## config.mk

```make
export PLATFORM = sky130hd
export DESIGN_NAME = mem_access
export DESIGN_NICKNAME = d
export VERILOG_FILES = /design/src/rtl/mem_access.sv
export SDC_FILE = /design/constraint.sdc
export NUM_CORES = 1
export LEC_CHECK = 0
export ABC_AREA = 1
export BUFFER_PORTS_ARGS = -buffer_cell sky130_fd_sc_hd__buf_2
export CAP_MARGIN = 20
export CORE_AREA = 2 2 93 95
export CTS_BUF_LIST = sky130_fd_sc_hd__clkbuf_2
export CTS_CLUSTER_SIZE = 10
export DETAILED_ROUTE_END_ITERATION = 10
export DIE_AREA = 0 0 95 97
export PLACE_DENSITY = 0.84
export SETUP_SLACK_MARGIN = 0.1
export SLEW_MARGIN = 30
export SYNTH_ARGS = -nofsm -noshare
export SYNTH_HDL_FRONTEND = slang
export SYNTH_SLANG_ARGS = --single-unit
```

## constraint.sdc

```tcl
create_clock -name clk -period 2.9 [get_ports clk]
set_input_delay 0.145 -clock clk [delete_from_list [all_inputs] [get_ports clk]]
set_output_delay 0.145 -clock clk [all_outputs]
set_load 0.1 [all_outputs]
```

## src/rtl/mem_access.sv

```systemverilog
// Memory-stage load/store unit: alignment checks, store lane replication,
// load extension and a one-outstanding request/response handshake FSM.
module mem_access (
    input  logic        clk,
    input  logic        reset,
    input  logic        memenM,
    input  logic [2:0]  memopM,
    input  logic [31:0] aluoutM,
    input  logic [31:0] writedataM,
    input  logic        flushM,
    input  logic        advanceM,
    output logic        data_req,
    output logic        data_wr,
    output logic [1:0]  data_size,
    output logic [31:0] data_addr,
    output logic [31:0] data_wdata,
    input  logic        data_addr_ok,
    input  logic        data_data_ok,
    input  logic [31:0] data_rdata,
    output logic [31:0] readdataM,
    output logic        stallM,
    output logic        adelM,
    output logic        adesM,
    output logic [31:0] badvaddrM
);
    typedef enum logic [1:0] {S_IDLE, S_DATA, S_DONE, S_DRAIN} state_t;

    state_t      r_state;
    state_t      w_next;
    logic [31:0] r_rdata;
    logic        w_store;
    logic        w_misalign;
    logic        w_go;
    logic [31:0] w_src;

    function automatic logic [1:0] f_size(input logic [2:0] op);
        case (op)
            3'd0, 3'd1, 3'd5: f_size = 2'd0;
            3'd2, 3'd3, 3'd6: f_size = 2'd1;
            default:          f_size = 2'd2;
        endcase
    endfunction

    function automatic logic [31:0] f_extend(input logic [2:0] op, input logic [1:0] lane,
                                             input logic [31:0] word);
        logic signed [7:0]  v_b;
        logic signed [15:0] v_h;
        v_b = word[{lane, 3'b000} +: 8];
        v_h = lane[1] ? word[31:16] : word[15:0];
        case (op)
            3'd0:    f_extend = {{24{v_b[7]}}, v_b};
            3'd1:    f_extend = {24'h0, v_b};
            3'd2:    f_extend = {{16{v_h[15]}}, v_h};
            3'd3:    f_extend = {16'h0, v_h};
            default: f_extend = word;
        endcase
    endfunction

    assign w_store    = memopM[2] & (memopM[1] | memopM[0]);
    assign data_size  = f_size(memopM);
    assign w_misalign = (data_size == 2'd1 && aluoutM[0]) ||
                        (data_size == 2'd2 && aluoutM[1:0] != 2'b00);
    assign adelM      = memenM & ~w_store & w_misalign;
    assign adesM      = memenM & w_store & w_misalign;
    assign w_go       = memenM & ~w_misalign & ~flushM;
    assign badvaddrM  = aluoutM;
    assign data_addr  = aluoutM;
    assign data_wr    = w_store;

    always_comb begin
        case (data_size)
            2'd0:    data_wdata = {4{writedataM[7:0]}};
            2'd1:    data_wdata = {2{writedataM[15:0]}};
            default: data_wdata = writedataM;
        endcase
    end

    // The raw bus word is only visible while data_ok is high, so DONE replays the latched copy.
    assign w_src     = (r_state == S_DONE) ? r_rdata : data_rdata;
    assign readdataM = (r_state == S_DATA || r_state == S_DONE) ?
                       f_extend(memopM, aluoutM[1:0], w_src) : 32'h0;

    always_ff @(posedge clk) begin
        if (reset) begin
            r_state <= S_IDLE;
            r_rdata <= 32'h0;
        end else begin
            r_state <= w_next;
            if (r_state == S_DATA && data_data_ok)
                r_rdata <= data_rdata;
        end
    end

    always_comb begin
        w_next   = r_state;
        data_req = 1'b0;
        stallM   = 1'b0;
        case (r_state)
            S_IDLE: begin
                data_req = w_go;
                stallM   = w_go;
                if (w_go && data_addr_ok)
                    w_next = S_DATA;
            end
            S_DATA: begin
                stallM = ~data_data_ok;
                if (data_data_ok)
                    w_next = (advanceM || flushM) ? S_IDLE : S_DONE;
                else if (flushM)
                    w_next = S_DRAIN;
            end
            S_DONE: begin
                if (advanceM || flushM)
                    w_next = S_IDLE;
            end
            S_DRAIN: begin
                stallM = 1'b1;
                if (data_data_ok)
                    w_next = S_IDLE;
            end
            default: w_next = S_IDLE;
        endcase
    end
endmodule

```

==> results_dict.tcl <==
set metrics [dict create \
    worst_pin_slew_ns 0.898 \
    remaining_drc_errors 0 \
    clkPwrFrac_pct 5.0 \
    wl_per_cell_um 14.8 \
    dp_cells 746 \
    drive_above_1_share_pct 35.6 \
    reg2regPathDepth 7 \
    synth-seq-area-share_pct 19.3 \
    worstSetupPathType "reg2out" \
    startpoint_type "flop" \
    fin_nets 762 \
    violations "negative hold slack" \
    relSlewSlack_pct 40.0 \
    slowest_delay_ns 0.43 \
    die_h_um 97 \
    synth_area_mm2 0.00352 \
    io_pins 241 \
    post-route-util_pct 48.6 \
    postSynthCellCount 582 \
    place_congestion 0.897 \
    track_usage_pct 23.5 \
    syn2layout_area_growth_pct 12.3 \
    placement_rows 33 \
    hold_path_class "in2reg" \
    pwr-share-comb_pct 80.6 \
    numClockSinks 34 \
    crit_start "r_state[0]" \
    htreeDepth 2 \
    worstPathCellList "inv_1, ha_4, o21ai_1, nor2_1, nand3b_1, nand3_2, nand2_2, a21oi_1, clkbuf_4" \
    p_sw_share_pct 69.3 \
    holdPathStages 3 \
    p_per_area_mw_per_mm2 1130 \
    final_area_mm2 0.00396 \
    pre_cts_slack_ns 0.378 \
    final_cells 759 \
    netSwitchingPower_mw 3.11 \
    crit_path_max_fanout 16 \
    yosys.cell_types.count 35 \
    p_leak_nw 2.03 \
    dpl_cell_area_mm2 0.00380 \
    holdPathEnd "r_rdata[9]" \
    core_mm2 0.00813 \
    max_freq_mhz 377 \
    die_w_um 95 \
    post_cts_buffers 0 \
    cp_num_cells 9 \
    fin_crit_ns 2.66 \
    synthArstFlopShare_pct 0 \
    dieArea_mm2 0.00922 \
    dp_hpwl_um 8880 \
    cts_tree "done" \
    final-max-slew-violation-count 0 \
    grt_max_degree 35 \
    power_mw 4.48 \
    synth_area_per_cell_um2 6.05 \
    synth-edff-count 0 \
    fin_skew_ns 0.0178 \
    crit_path_top_delay_cell "dfxtp_1" \
    ys_ff_latch 34 \
    synth_ff_type "dfxtp_1" \
    fin_tns_setup_ns 0 \
    r2r_end "r_rdata[18]" \
    drt_pass1_iterations 5 \
    finalSetupViolations 0 \
    layout_worst_path_cycle_share_pct 91.6 \
    cts_buffers 5 \
    rr_startpoint "r_state[1]" \
    antenna_found_initial 2 \
    initial_core_util_pct 43.3 \
    synth_nets 693 \
    dr_total_vias 3855 \
    final_hold_viol_count 1 \
    grt_pass1_wl_um 17400 \
    detail-route-antenna-nets 0 \
    cts-root-buf "clkbuf_2" \
    power_frac_seq_pct 14.4 \
    grt_pass1_vias 3610 \
    clk_path_buf_depth 2 \
    drt-total-wl_um 11300 \
    vdd_drop_max_uv 1130 \
    cp_data_arrival_time_ns 2.51 \
    io_buffers 150 \
    cp-end-kind "output pin" \
    internal_power_mw 1.38 \
    yosysWarnings 0 \
    fin_ws_ns 0.244 \
    cp.required_ns 2.76 \
    outcome "finished, violations left" \
    drt_iter0_drc 224 \
    hold_start "data_rdata[9]" \
    drv_cap 0 \
    path_buf_inv 2 \
    critPathTopFamily "compound AO/OA/AOI/OAI gates" \
    vias_per_cell 5.08 \
    rrSetupSlack_ns 1.05 \
    clk_pin_slew_ns 0.20 \
    grt_setup_unrepaired "yes" \
    holdWs_ns -0.00114 \
    clock_latency_ns 0.38 \
    gr-total-overflow 0 \
]
==> cell usage after synthesis, types with 11 or more instances <==
cell / n / share of area, %
nand2_1: 150 / 16
nor2_1: 88 / 9.4
buf_4: 75 / 16
o21ai_0: 47 / 6.7
dfxtp_1: 34 / 19
inv_1: 34 / 3.6
a21oi_1: 21 / 3.0
o211ai_1: 21 / 4.5
or2_2: 14 / 2.5
clkbuf_1: 13 / 1.4
nor2_2: 12 / 2.1
nand3_1: 11 / 1.6
==> layout make-up <==
cell class | count | area (µm²)
well taps | 105 | 131
fillers | 856 | 4180
clock buffers | 6 | 30.0
diodes | 2 | 5.00
multi-input cells | 408 | 2030
clock inverters | 2 | 8.76
inverters | 40 | 150
flip-flops and latches | 34 | 681
repair buffers | 162 | 918
==> registers in the layout, summed over array words and instances (netlist names) <==
signal   flops
r_rdata     32
r_state      2
==> how the worst max path moves through the flow <==
stage               endpoint  slack [ns]
2_1_floorplan  readdataM[11]       -0.13
3_3_place_gp    readdataM[3]        0.42
4_1_cts         readdataM[9]        0.11
3_5_place_dp    readdataM[3]        0.38
5_1_grt         readdataM[5]        0.07
6_report        readdataM[9]        0.24
==> cell families (layout without fill, tap and decap cells) <==
logic type / count (synthesis) / count (layout) / synth area share (%)
AOI/OAI and AO/OA: 112 / 112 / 18.9
adders and majority gates: 5 / 5 / 1.78
and+or+nand+nor: 291 / 291 / 35.1
DFF: 34 / 34 / 19.3
buffers and inverters: 140 / 210 / 24.9
other: 0 / 2 / 0
==> repair_timing <==
action	CTS	global route
pin swaps	0	0
hold buffers	3	0
gates resized for setup	2	35
hold endpoints to repair	3	0
setup endpoints to repair	30	31
==> power groups by stage <==
stage               Combinational, mW  Sequential, mW  Clock [mW]
global route                     3.80           0.661       0.249
finish                           3.61           0.647       0.225
detailed placement               3.49           0.655           0
global placement                 3.47           0.649           0
floorplan                        3.40           0.636           0
CTS                              3.50           0.643       0.227
==> per-layer routing <==
| metal | global-route usage (%) | vias to the layer above | wire, µm |
|---|---|---|---|
| met1 | 26.0 | 1683 | 4120 |
| met4 | 9.59 | 0 | 382 |
| met5 | 0 | - | 0 |
| met2 | 40.5 | 215 | 5480 |
| li1 | - | 1915 | - |
| met3 | 7.94 | 42 | 1280 |
==> tightest hold or removal path: cells and delay by family <==
family          cells  cell delay, ns
buf+inv             1            0.09
compound gates      1            0.06
simple gates        1            0.08
==> cell usage in the layout, fill, tap and decap left out, types with 11 or more instances in the layout <==
cell type / count
nand2_1: 149
nand3_1: 11
buf_4: 17
nor2_1: 87
clkbuf_4: 20
inv_1: 34
o21ai_2: 12
a21oi_1: 14
buf_2: 122
o211ai_1: 21
or2_2: 14
o21ai_0: 41
dfxtp_1: 34
nor2_2: 13
Note: power is estimated with default switching activity, not from simulation.
